[config.mk]
export PLATFORM = sky130hd
export DESIGN_NAME = mcalu_issue_arb
export DESIGN_NICKNAME = d
export VERILOG_FILES = /design/src/rtl/mcalu_issue_arb.sv
export SDC_FILE = /design/constraint.sdc
export NUM_CORES = 1
export LEC_CHECK = 0
export BUFFER_PORTS_ARGS = -buffer_cell sky130_fd_sc_hd__buf_2
export CAP_MARGIN = 20
export CORE_MARGIN = 3
export CORE_UTILIZATION = 45
export DETAILED_ROUTE_END_ITERATION = 10
export PLACE_DENSITY = 0.83
export RECOVER_POWER = 25
export SLEW_MARGIN = 30
export SYNTH_ARGS = -nofsm -noshare
export SYNTH_HDL_FRONTEND = slang
export SYNTH_SLANG_ARGS = --single-unit
[constraint.sdc]
create_clock -name clk -period 7.12 [get_ports clk]
set_input_delay 1.424 -clock clk [delete_from_list [all_inputs] [get_ports clk]]
set_output_delay 1.424 -clock clk [all_outputs]
set_load 0.02 [all_outputs]
[src/rtl/mcalu_issue_arb.sv]
// mcalu_issue_arb: oldest-first issue arbiter feeding a single mcalu issue register
//
// Ports:
//   clk, rst_n                     clock, asynchronous active-low reset
//   req_valid/op/robid/rd/op1/op2  packed per-requester ready-to-issue ops (requester i in slice i)
//   req_ready                      one-hot combinational grant
//   rob_head, rob_flush            ROB head id for age ranking, pipeline flush
//   mcalu_stall                    mcalu cannot accept the held op this cycle
//   exers_*                        registered issue interface to mcalu
//   arb_busy_cycles                saturating count of cycles an issued op sat stalled
module mcalu_issue_arb #(
  parameter int NREQ = 2,
  parameter int ROBW = 7
) (
  input  logic                 clk,
  input  logic                 rst_n,
  input  logic [NREQ-1:0]      req_valid,
  input  logic [NREQ*5-1:0]    req_op,
  input  logic [NREQ*ROBW-1:0] req_robid,
  input  logic [NREQ*6-1:0]    req_rd,
  input  logic [NREQ*32-1:0]   req_op1,
  input  logic [NREQ*32-1:0]   req_op2,
  output logic [NREQ-1:0]      req_ready,
  input  logic [ROBW-1:0]      rob_head,
  input  logic                 rob_flush,
  input  logic                 mcalu_stall,
  output logic                 exers_mcalu_issue,
  output logic [4:0]           exers_mcalu_op,
  output logic [ROBW-1:0]      exers_robid,
  output logic [5:0]           exers_rd,
  output logic [31:0]          exers_op1,
  output logic [31:0]          exers_op2,
  output logic [15:0]          arb_busy_cycles
);
  localparam int IW = NREQ > 1 ? $clog2(NREQ) : 1;
  logic            ld, found;
  logic [ROBW-1:0] age, best_age;
  logic [IW-1:0]   best_idx;
  logic [4:0]      w_op;
  logic [ROBW-1:0] w_robid;
  logic [5:0]      w_rd;
  logic [31:0]     w_op1, w_op2;
  assign ld = ~exers_mcalu_issue | ~mcalu_stall;
  // Age is distance from the ROB head modulo 2^ROBW, so wrap-around ranks correctly;
  // strict compare keeps the lowest index on duplicate ages.
  always_comb begin
    found    = 1'b0;
    age      = '0;
    best_age = '0;
    best_idx = '0;
    w_op     = '0;
    w_robid  = '0;
    w_rd     = '0;
    w_op1    = '0;
    w_op2    = '0;
    for (int i = 0; i < NREQ; i++) begin
      age = req_robid[i*ROBW +: ROBW] - rob_head;
      if (req_valid[i] && (!found || age < best_age)) begin
        found    = 1'b1;
        best_age = age;
        best_idx = IW'(i);
        w_op     = req_op[i*5 +: 5];
        w_robid  = req_robid[i*ROBW +: ROBW];
        w_rd     = req_rd[i*6 +: 6];
        w_op1    = req_op1[i*32 +: 32];
        w_op2    = req_op2[i*32 +: 32];
      end
    end
  end
  assign req_ready = (ld && !rob_flush && found) ? NREQ'(1) << best_idx : '0;
  always_ff @(posedge clk or negedge rst_n) begin
    if (!rst_n) begin
      exers_mcalu_issue <= 1'b0;
      exers_mcalu_op    <= '0;
      exers_robid       <= '0;
      exers_rd          <= '0;
      exers_op1         <= '0;
      exers_op2         <= '0;
      arb_busy_cycles   <= '0;
    end else begin
      if (rob_flush) exers_mcalu_issue <= 1'b0;
      else if (ld) begin
        exers_mcalu_issue <= found;
        if (found) begin
          exers_mcalu_op <= w_op;
          exers_robid    <= w_robid;
          exers_rd       <= w_rd;
          exers_op1      <= w_op1;
          exers_op2      <= w_op2;
        end
      end
      if (exers_mcalu_issue && mcalu_stall && arb_busy_cycles != 16'hFFFF)
        arb_busy_cycles <= arb_busy_cycles + 16'd1;
    end
  end
endmodule
Yosys cells after proc, flatten, opt, wreduce, memory -nomap -nowiden. Index checks and enable logic that the tools add are counted.

Bitwise operators: 4. $lt $le $gt $ge: 1. Reductions and logical operators: 10. Muxes and demuxes: 17. Add/sub/neg operators: 3. Equal/unequal tests: 1. Shift operators: 1.

Operators with widths (count): two-way mux 32 bit (4); two-way mux 7 bit (3); adder 16 x 1 -> 16 bit (second input constant) (1); != test 16 bit (second input constant) (1); subtractor 7 bit (2); two-way mux 6 bit (2); two-way mux 5 bit (2); less-than comparator 7 bit (1); logical AND 1 bit (5); two-way mux 1 bit (5); NOT 1 bit (3); AND reduction 3 bit (1); logical NOT 1 bit (2); two-way mux 2 bit (1); nonzero test 2 bit (1); left shift 1 x 1 -> 2 bit (first input constant) (1); logical OR 1 bit (1); OR 1 bit (1).

Output and inout port bits: 101. Logic and storage cells: 44. Register bits after elaboration: 99.

Longest topological paths before layout.
Depth after elaboration: 8. Mapped depth: 17. Depth with buffers taken out: 15.

Least setup slack after synthesis. No wires, ideal clock.

Path type: input-to-output. Start point: input req_robid[0]. End point: output req_ready[1]. Path slack: 1.551 ns. Buffers on the path: 2. Data arrival time: 4.145 ns. Stages on the path: 17. Path through: inv_1 -> ha_1 -> inv_1 -> fa_1 -> a21o_1 -> a21o_1 -> a21oi_1 -> mux2i_1 -> a311oi_1 -> ha_1 -> o21ai_0 -> o21bai_1 -> a22oi_2 -> nand4b_1 -> buf_4 -> buf_6 -> inv_1.

Word-level cells in the longest chain between the ends: 8.

Ends and longest elaborated chain: start: declaration (RTL line 19) `input logic [NREQ*ROBW-1:0] req_robid,`; subtractor 7 bit (*) (RTL line 57) `age = req_robid[i*ROBW +: ROBW] - rob_head;`; two-way mux 7 bit (*) (RTL line 58) `if (req_valid[i] && (!found || age < best_age)) begin`; less-than comparator 7 bit (*) (RTL line 58); logical OR 1 bit (*) (RTL line 58); logical AND 1 bit (*) (RTL line 58); two-way mux 1 bit (RTL line 58); left shift 1 x 1 -> 2 bit or logical AND 1 bit (tied branches) (RTL line 70) `assign req_ready = (ld && !rob_flush && found) ? NREQ'(1) << best_idx : '0;`; two-way mux 2 bit (*) (RTL line 70); end: declaration (RTL line 23) `output logic [NREQ-1:0] req_ready,`.

Every way passes the cells marked *; elsewhere a longest branch is shown, timed or not.

Final worst setup path.
Start point: input req_robid[0]. End point: output req_ready[0].

The elaborated chain is that of the path after synthesis.

==> metrics.md <==
| Metric | Value |
|---|---|
| Max Cap Viol | `1` |
| Final setup violation count | `0` |
| H-tree depth | `3` |
| Crit path max-delay family | `compound AO/OA/AOI/OAI gates` |
| Crit Path Max Fanout | `20` |
| Critical-path top delay cell | `fa_1` |
| Via count | `5157` |
| Critical path required time | `around 5.7 ns` |
| Part of the cycle the worst path needs | `0.836` |
| Core Util, Final | `0.612` |
| Vias in the first global route | `5100` |
| Top cells by count, synth | `178 x inv_1, 99 x dfrtp_1, 95 x nand2_1, 69 x o221ai_2, 19 x ha_1` |
| Slew margin rel. | `-0.736` |
| #FFs+latches synth | `a little under 100` |
| Syn Inst Count | `about 600` |
| Worst hold margin | `roughly 0.48 ns` |
| Syn nets | `800` |
| DRC violations left | `0` |
| CP peak stage delay | `between 0.3 and 0.4 ns` |
| HP Class | `reg -> reg` |
| TritonCTS Sinks | `99` |
| Status | `finished, violations left` |
| Most common cell on crit path | `inv_1` |
| Register area share after synthesis | `0.425` |
| FFs w/ async S/R, synth | `1.00` |
| Max Freq | `approximately 170 MHz` |
| Synth top area share | `0.425` |
| Layout area overhead | `29.3%` |
| Setup slack after layout | `1.17 ns` |
| Gr ovfl total | `0` |
| Met2 routed WL | `7.94 mm` |
| Synth Area per Inst | `between 9 and 10 µm²` |
| Most common cell in the netlist | `inv_1` |
| Critical-path cell list | `buf_2, inv_1, ha_1, inv_1, fa_1, a21o_1, a21o_1, a21oi_1, mux2i_1, a311oi_1, ha_1, o21ai_0, o21bai_1, a22oi_2, a21o_4, inv_1, buf_2` |
| Minimum clock period | `5.95 ns` |
| Final #Nets | `approximately 1100` |
| Synth top area cells | `dfrtp_1 43%, o221ai_2 18%, inv_1 11%` |
| Clock root cell | `clkbuf_16` |
| GRT Total Usage | `0.215` |
| TNS Setup | `0 ns` |
| Final-report hold violation count | `0` |
| Core ar. | `around 12000 µm²` |
| Routed length on met1 | `6.11 mm` |
| Ys Warns | `0` |
| CTS tree | `yes` |
| Die area | `14300 µm²` |
| Final WL | `15.6 mm` |
| N_diodes | `0` |
| Max rail drop VDD | `roughly 0.19 mV` |
| Failing checks | `max-capacitance violations, max-slew violations` |
| Starting Density | `0.473` |
| Least-Margin Pin Slew | `around 2.6 ns` |
| Hold buffers post-CTS | `0` |
| LEAKAGE | `between 4 and 5 nW` |
| # IOs | `278` |
| I/O Buffers | `about 280` |
| Post-place setup slack | `between 1 and 1.5 ns` |
| Crit path kind | `in -> out` |
| Drt wl/cell | `~15 µm` |
| CP bufs+invs | `5` |
| Initial DRC Count | `approximately 240` |
| Top routing layer used | `met4` |
| Die width | `about 120 µm` |
| Power per cell area | `263 nW/µm²` |
| Met3 WL post-DR | `1.08 mm` |
| Mapped Area | `roughly 6000 µm²` |
| Yosys cell types | `38` |
| Post-CTS setup buffer count | `0` |
| PostCTS Resize Cnt | `0` |
| Post-synth EDFFs | `0` |
| RSZ-0062 raised after global routing | `false` |
| HPWL Detailed | `11.9 mm` |
| FP Rows | `40` |
| Post-synth top area cell | `dfrtp_1` |
| Pre-Repair DR Iteration Count | `7` |
| Pwr Total | `roughly 2.0 mW` |
| Crit. End Element | `primary output` |
| Type of origin of the critical path | `input pin` |
| Chip height | `around 120 µm` |
| Reg clk slew, reported paths | `0.06 ns` |
| Fin Clk Skew | `a little over 0.008 ns` |
| CTS Buf Count | `9` |
| Wire length of the first global-routing pass | `24.7 mm` |
| Clock Latency Late Sink | `between 0.3 and 0.4 ns` |
| Vias per cell | `between 4 and 5` |
| Final ANT Viol Nets | `0` |
| Largest net degree at the start of global routing | `just over 80` |
| GP Congestion | `roughly 0.86` |
| Arr. time, crit path | `4.53 ns` |
| Initial antenna violation count | `0` |
| Filler cells | `1073` |
| Fraction of layout cells with a size suffix above 1 | `0.400` |
| Top FF cell, synth | `dfrtp_1` |
| Clock tree buffer depth | `2` |
| Slew Limit Fails | `48` |
## through the flow
stage | cells | cell area, µm²
2_1_floorplan | 602 | 5830
6_report | 1037 | 7530
3_5_place_dp | 1022 | 7240
5_1_grt | 1037 | 7530
4_1_cts | 1037 | 7550
3_3_place_gp | 1022 | 7240
## final cells by class
type	instances	area [µm²]	area share
clock buffer	11	243	0.0322
clock inverter	4	73.8	0.00980
inverter	178	668	0.0887
multi-input combinational	295	2460	0.326
sequential	99	2480	0.329
tap	168	210	0.0279
timing repair buffer	282	1400	0.186
## cells in the final DEF, fill, tap and decap left out, types with 2 or more instances in the layout
cell type / synthesis / layout
clkbuf_1: 13 / 22
inv_1: 178 / 178
buf_2: 0 / 256
nand3_1: 6 / 6
nor4_1: 3 / 3
xnor2_1: 10 / 10
buf_4: 2 / 4
dfrtp_1: 99 / 99
nand4_1: 8 / 8
xor2_1: 12 / 12
a21boi_0: 2 / 2
fa_1: 2 / 2
and4_1: 2 / 2
and3_1: 3 / 3
or3_1: 4 / 3
a21oi_1: 4 / 4
mux2i_1: 2 / 2
o21ai_0: 4 / 4
nor2b_1: 2 / 2
nor2_1: 15 / 15
ha_1: 19 / 19
clkbuf_16: 0 / 9
nor3_1: 2 / 2
o221ai_2: 69 / 69
nand2_1: 95 / 95
o21bai_1: 3 / 3
a21o_1: 4 / 3
o221ai_1: 13 / 13
bufinv_16: 0 / 2
## registers in the layout, indices dropped and copies added (netlist names)
| signal | flops |
|---|---|
| exers_op1 | 32 |
| exers_rd | 6 |
| exers_mcalu_issue | 1 |
| exers_op2 | 32 |
| exers_robid | 7 |
| arb_busy_cycles | 16 |
| exers_mcalu_op | 5 |
## kinds of logic (layout without fill, tap and decap cells)
family,count (synthesis),count (layout),share of synthesized area
buf+inv,208,475,0.155
simple gates,144,144,0.109
compound gates,105,105,0.225
flops,99,99,0.425
xor+xnor,22,22,0.0331
fa+ha+maj,21,21,0.0477
mux,3,3,0.00537
## worst min-delay path: stages (launching register included)
cell and delay, ns:
dfrtp_1 0.34, nand2_1 0.06, o221ai_2 0.05
## routing by layer
layer,vias up,global-route usage
li1,2498,-
met1,2409,0.256
met2,219,0.377
met3,31,0.0457
met4,0,0.0895
met5,-,0
## report_power, final
group	switching, mW	leakage, nW	internal, mW
registers	0.0814	1.23	0.686
clock network	0.206	0.156	0.316
logic	0.429	2.90	0.263
## worst paths after layout
path / to / cells past startpoint / slack (ns) / startpoint
setup / recovery: req_ready[0] / 17 / 1.17 / req_robid[0]
hold / removal: exers_op2[3] / 2 / 0.48 / exers_op2[3]
setup reg to reg: exers_op2[23] / 5 / 4.78 / exers_mcalu_issue
hold reg to reg: exers_op2[3] / 2 / 0.48 / exers_op2[3]
max in group asynchronous: exers_op2[7] / 2 / 3.44 / rst_n
min in group asynchronous: exers_op2[31] / 1 / 1.89 / rst_n
(Power assumes the default switching activity.)
